### src/rtl/col_parity_theta.sv
// Column-parity / theta-effect engine: fetches 64 slices from the slice reader,
// buffers each slice's 5-bit column parity, then streams C and D per slice.
module col_parity_theta #(
   parameter int unsigned N     = 25,
   parameter int unsigned DEPTH = 64,
   parameter int unsigned ZW    = 6
) (
   input  logic          clk,
   input  logic          rst,
   input  logic          start,
   output logic          ld,
   output logic [ZW-1:0] line_number,
   input  logic [N-1:0]  pin,
   output logic          out_valid,
   input  logic          out_ready,
   output logic [4:0]    d_out,
   output logic [4:0]    c_out,
   output logic [ZW-1:0] out_z,
   output logic          busy,
   output logic          done
);

   localparam logic [2:0] S_IDLE = 3'd0;
   localparam logic [2:0] S_REQ  = 3'd1;
   localparam logic [2:0] S_WAIT = 3'd2;
   localparam logic [2:0] S_CAP  = 3'd3;
   localparam logic [2:0] S_EMIT = 3'd4;
   localparam logic [2:0] S_DONE = 3'd5;

   localparam logic [ZW-1:0] Z_LAST = ZW'(DEPTH - 1);

   logic [2:0]    state_q, state_d;
   logic [ZW-1:0] z_q, z_d;
   logic          ld_q, ld_d;
   logic [ZW-1:0] line_q, line_d;
   logic          valid_q, valid_d;
   logic [4:0]    d_q, d_d;
   logic [4:0]    c_q, c_d;
   logic [ZW-1:0] oz_q, oz_d;
   logic          busy_q, busy_d;
   logic          done_q, done_d;

   logic [4:0]    cbuf_q [DEPTH];
   logic          wr_en_c;
   logic [4:0]    par_c;
   logic [ZW-1:0] zp_c;
   logic [4:0]    cur_c, prv_c;

   // Column parity: XOR of the five rows, bit x of each row is pin[5*y+x].
   assign par_c = pin[4:0] ^ pin[9:5] ^ pin[14:10] ^ pin[19:15] ^ pin[24:20];

   always_comb begin
      state_d = state_q;
      z_d     = z_q;
      wr_en_c = 1'b0;
      ld_d    = 1'b0;
      line_d  = line_q;
      valid_d = 1'b0;
      d_d     = d_q;
      c_d     = c_q;
      oz_d    = oz_q;
      busy_d  = busy_q;
      done_d  = 1'b0;

      case (state_q)
         S_IDLE: begin
            if (start) begin
               state_d = S_REQ;
               z_d     = '0;
               busy_d  = 1'b1;
            end
         end
         S_REQ:  state_d = S_WAIT;
         S_WAIT: state_d = S_CAP;
         S_CAP: begin
            wr_en_c = 1'b1;
            if (z_q == Z_LAST) begin
               z_d     = '0;
               state_d = S_EMIT;
            end else begin
               z_d     = z_q + ZW'(1);
               state_d = S_REQ;
            end
         end
         S_EMIT: begin
            if (out_ready) begin
               if (z_q == Z_LAST) state_d = S_DONE;
               else               z_d     = z_q + ZW'(1);
            end
         end
         S_DONE: begin
            state_d = S_IDLE;
            busy_d  = 1'b0;
            done_d  = 1'b1;
         end
         default: state_d = S_IDLE;
      endcase

      // Buffer reads bypass the entry being written on the CAP->EMIT edge.
      zp_c  = z_d - ZW'(1);
      cur_c = cbuf_q[z_d];
      prv_c = cbuf_q[zp_c];
      if (wr_en_c && (z_d == z_q))  cur_c = par_c;
      if (wr_en_c && (zp_c == z_q)) prv_c = par_c;

      if (state_d == S_REQ) begin
         ld_d   = 1'b1;
         line_d = z_d + ZW'(1);
      end
      if (state_d == S_EMIT) begin
         valid_d = 1'b1;
         oz_d    = z_d;
         c_d     = cur_c;
         d_d     = {cur_c[3:0], cur_c[4]} ^ {prv_c[0], prv_c[4:1]};
      end
   end

   always_ff @(posedge clk or posedge rst) begin
      if (rst) begin
         state_q <= S_IDLE;
         z_q     <= '0;
         ld_q    <= 1'b0;
         line_q  <= '0;
         valid_q <= 1'b0;
         d_q     <= '0;
         c_q     <= '0;
         oz_q    <= '0;
         busy_q  <= 1'b0;
         done_q  <= 1'b0;
      end else begin
         state_q <= state_d;
         z_q     <= z_d;
         ld_q    <= ld_d;
         line_q  <= line_d;
         valid_q <= valid_d;
         d_q     <= d_d;
         c_q     <= c_d;
         oz_q    <= oz_d;
         busy_q  <= busy_d;
         done_q  <= done_d;
      end
   end

   // Parity buffer is fully rewritten during every fetch phase, so no reset.
   always_ff @(posedge clk) begin
      if (wr_en_c) cbuf_q[z_q] <= par_c;
   end

   assign ld          = ld_q;
   assign line_number = line_q;
   assign out_valid   = valid_q;
   assign d_out       = d_q;
   assign c_out       = c_q;
   assign out_z       = oz_q;
   assign busy        = busy_q;
   assign done        = done_q;

endmodule

### config.mk
export PLATFORM = sky130hd
export DESIGN_NAME = col_parity_theta
export DESIGN_NICKNAME = d
export VERILOG_FILES = /design/src/rtl/col_parity_theta.sv
export SDC_FILE = /design/constraint.sdc
export NUM_CORES = 1
export LEC_CHECK = 0
export ABC_AREA = 1
export BUFFER_PORTS_ARGS = -buffer_cell sky130_fd_sc_hd__buf_2
export CELL_PAD_IN_SITES_DETAIL_PLACEMENT = 0
export CELL_PAD_IN_SITES_GLOBAL_PLACEMENT = 1
export CORE_ASPECT_RATIO = 1.4
export CORE_MARGIN = 4
export CORE_UTILIZATION = 51
export DETAILED_ROUTE_END_ITERATION = 6
export PLACE_DENSITY = 0.86
export SYNTH_ARGS = -nofsm -noshare
export SYNTH_HDL_FRONTEND = slang
export SYNTH_SLANG_ARGS = --single-unit
### constraint.sdc
create_clock -name clk -period 6.8 [get_ports clk]
set_input_delay 0.68 -clock clk [delete_from_list [all_inputs] [get_ports clk]]
set_output_delay 0.68 -clock clk [all_outputs]
set_load 0.1 [all_outputs]
==> results.sh <==
export IMPL_hold_ws_ns=0.2604
export IMPL_drt_pass1_iter_count=7
export IMPL_syn_avg_cell_area_um2=7.997
export IMPL_synthFlopType="edfxtp_1"
export IMPL_synth_top_family_by_area="simple AND/OR/NAND/NOR gates"
export IMPL_insertion_delay_ns=0.54
export IMPL_diodes=0
export IMPL_fmaxAchievable_mhz=200.1
export IMPL_status="finished, violations left"
export IMPL_rows=84
export IMPL_violations="DRC"
export IMPL_cp_arrival_ns=5.42
export IMPL_setup_violations_final=0
export IMPL_vias=16602
export IMPL_end_kind="flip-flop"
export IMPL_design_core_area_um2=37420
export IMPL_synth_fa_ha_area_frac=0.002597
export IMPL_synthMostInstantiatedCell="nand2_1"
export IMPL_grt_pass1_wl_um=91760
export IMPL_final_cells=2879
export IMPL_drt_met1_wl_um=23080
export IMPL_dp_hpwl_um=38260
export IMPL_synth_mux_area_frac=0
export IMPL_nets=2414
export IMPL_worstPathRequired_ns=7.22
export IMPL_ant_nets=0
export IMPL_drive_above_1_share=0.06733
export IMPL_postSynthCellCount=2410
export IMPL_multiInputGateArea_um2=7934
export IMPL_grt_overflow=0
export IMPL_antenna_found_initial=0
export IMPL_synth_top_area_share=0.4986
export IMPL_drc=14
export IMPL_placedCellCount=2815
export IMPL_fp_dieH_um=238.0
export IMPL_slew_violations=0
export IMPL_leakagePower_uw=0.008513
export IMPL_tightest_slew_ns=1.346
export IMPL_cts_max_level=2
export IMPL_synthDistinctLibCells=35
export IMPL_first_iter_violations=1958
export IMPL_synth_top_cell_by_area="edfxtp_1"
export IMPL_initial_utilization=0.5151
export IMPL_synthesis_nets=2443
export IMPL_syn_to_final_growth_pct=8.660
export IMPL_met3_length_um=4268
export IMPL_gp_congestion=1.007
export IMPL_synth_edf_count=320
export IMPL_hold_viol_final=0
export IMPL_path_class="reg -> reg"
export IMPL_synth_xor_area_share=0.01220
export IMPL_crit_path_max_fanout=20
export IMPL_ios=55
export IMPL_maxCapViolCount=0
export IMPL_hp_class="in -> async"
export IMPL_cts_hold_buffers=0
export IMPL_die_x_um=172.3
export IMPL_min_period_ns=4.997
export IMPL_path_clk_slew_ns=0.06
export IMPL_grt_usage=0.2934
export IMPL_regArea_um2=10490
export IMPL_cts_sinks=355
export IMPL_startpoint_type="flip-flop"
export IMPL_fin_util=0.5597
export IMPL_total_power_uw=4772
export IMPL_ys_seq_area_frac=0.5440
export IMPL_grt_pass1_vias=15800
export IMPL_setup_tns_ns=0
export IMPL_viasPerCell=5.767
export IMPL_syn_cell_area_um2=19270
export IMPL_synth_top_cells_by_area="edfxtp_1 50%, nand2_1 18%, nand3_1 11%"
export IMPL_synth_compound_area_frac=0.01610
export IMPL_synth_simple_gate_area_frac=0.3743
export IMPL_die_area_um2=41010
export IMPL_fin_skew_ns=0.02043
export IMPL_p_per_area_nw_per_um2=227.9
export IMPL_wl_met2_um=29790
export IMPL_irDropWorstVdd_v=0.0002114
export IMPL_port_buffers=54
export IMPL_routedWlPerCell_um=21.01
export IMPL_relSlewSlack=0.1026
export IMPL_cts_tree="done"
export IMPL_yosys_warnings=0
export IMPL_rsz0062_at_grt="no"
export IMPL_min_period_over_period=0.7349
export IMPL_synth_common_cells="933 x nand2_1, 418 x nand3_1, 362 x nor2_1"
export IMPL_wirelength_um=60490
export IMPL_async_reset_ff_frac=0.09859
export IMPL_synth_ff_latch_count=355
export IMPL_routed_top_layer="met4"
export IMPL_fillers=3458
export IMPL_cts_resized=0
export IMPL_cts_made_buffers=37
export IMPL_cts_root_buf="clkbuf_16"
export IMPL_cts_setup_buffers=0
export IMPL_clock_path_buffers=3
export IMPL_grt_max_degree=244
[worst max-delay path, stage by stage, from the launching register on]
cell and delay (ns):
dfrtp_1 0.40, nand2_1 0.11, nor2_1 0.57, nand2_1 0.26, nor2_1 0.15, nor2_1 0.05, nand2_1 0.05, nand2_1 0.56
inv_1 0.94, nand2_1 0.12, nand2_1 0.69, nand2_1 0.24, nand3_1 0.19, nand3_1 0.10, nand3_1 0.12, nand2_1 0.08
inv_1 0.06, nand2_1 0.04, nand3_1 0.07, nand2_1 0.05
[through the flow]
stage	setup slack [ns]	area (um2)
3_5_place_dp	1.966	19770
4_1_cts	1.939	20940
2_1_floorplan	3.178	19270
3_3_place_gp	1.937	19770
5_1_grt	1.597	20940
6_report	1.803	20940
[logic make-up (layout without fill, tap and decap cells)]
family / count (synthesis) / count (layout)
AOI/OAI and AO/OA: 54 / 54
adders and majority gates: 4 / 4
DFF: 355 / 355
xor gates and xnor gates: 26 / 26
and+or+nand+nor: 1759 / 1759
buffers and inverters: 212 / 208
[flip-flops by register name (all words and copies together), names as in the netlist]
name,cells
c_out,5
busy,1
state_q,3
z_q,6
ld,1
d_out,5
cbuf_q,320
done,1
line_number,6
out_valid,1
out_z,6
[report_power, final]
group / leakage, uW / total, uW / internal (uW) / switching, uW
Combinational: 0.00462 / 237 / 31.8 / 205
Sequential: 0.00333 / 2510 / 2510 / 0
Clock: 0.000566 / 2020 / 1170 / 849
[layout by cell type (no fill, tap or decap), types with 2 or more instances in the layout]
cell | synthesis | final
o22ai_1 | 2 | 2
xor2_4 | 0 | 5
nor3_1 | 28 | 28
nand2_2 | 8 | 7
nor2_1 | 362 | 361
or2_0 | 4 | 4
o21ai_0 | 19 | 19
nor2_2 | 3 | 3
ha_1 | 4 | 3
clkbuf_1 | 33 | 8
dfrtp_1 | 35 | 35
bufinv_16 | 0 | 4
buf_2 | 94 | 54
clkinvlp_4 | 0 | 3
edfxtp_1 | 320 | 320
inv_1 | 45 | 45
nand2_1 | 933 | 933
buf_4 | 11 | 19
clkbuf_16 | 0 | 37
clkbuf_8 | 0 | 2
o21ai_1 | 6 | 6
xor2_1 | 14 | 9
nand3_1 | 418 | 418
clkinv_1 | 12 | 16
xnor2_1 | 11 | 11
o211ai_1 | 5 | 5
a31oi_1 | 5 | 5
buf_12 | 0 | 5
clkinv_2 | 0 | 6
a21oi_1 | 11 | 11
o31ai_1 | 2 | 2
inv_2 | 9 | 9
[layer usage]
metal,global-route usage,vias to the layer above
met1,0.3774,7805
met2,0.4868,755
met5,0,-
met3,0.03663,174
met4,0.1499,0
li1,-,7868
[path summary, 6_finish.rpt]
path                                   end  startpoint  slack (ns)  depth (start not counted)
worst max register to register    d_out[3]  state_q[1]        1.80                         19
min in group clk                  out_z[0]    out_z[0]        0.48                          2
max in group asynchronous         c_out[4]         rst        6.17                          3
worst max-delay path              d_out[3]  state_q[1]        1.80                         19
worst min-delay path            state_q[1]         rst        0.26                          3
worst min register to register    out_z[0]    out_z[0]        0.48                          2
[layout make-up]
cell class	count	area share
tap	473	0.02826
sequential	355	0.5007
timing repair buffer	78	0.02450
inverter	66	0.01183
clock inverter	17	0.008962
clock buffer	47	0.04696
multi-input combinational	1843	0.3788
Power figures use the tool's default switching activity.
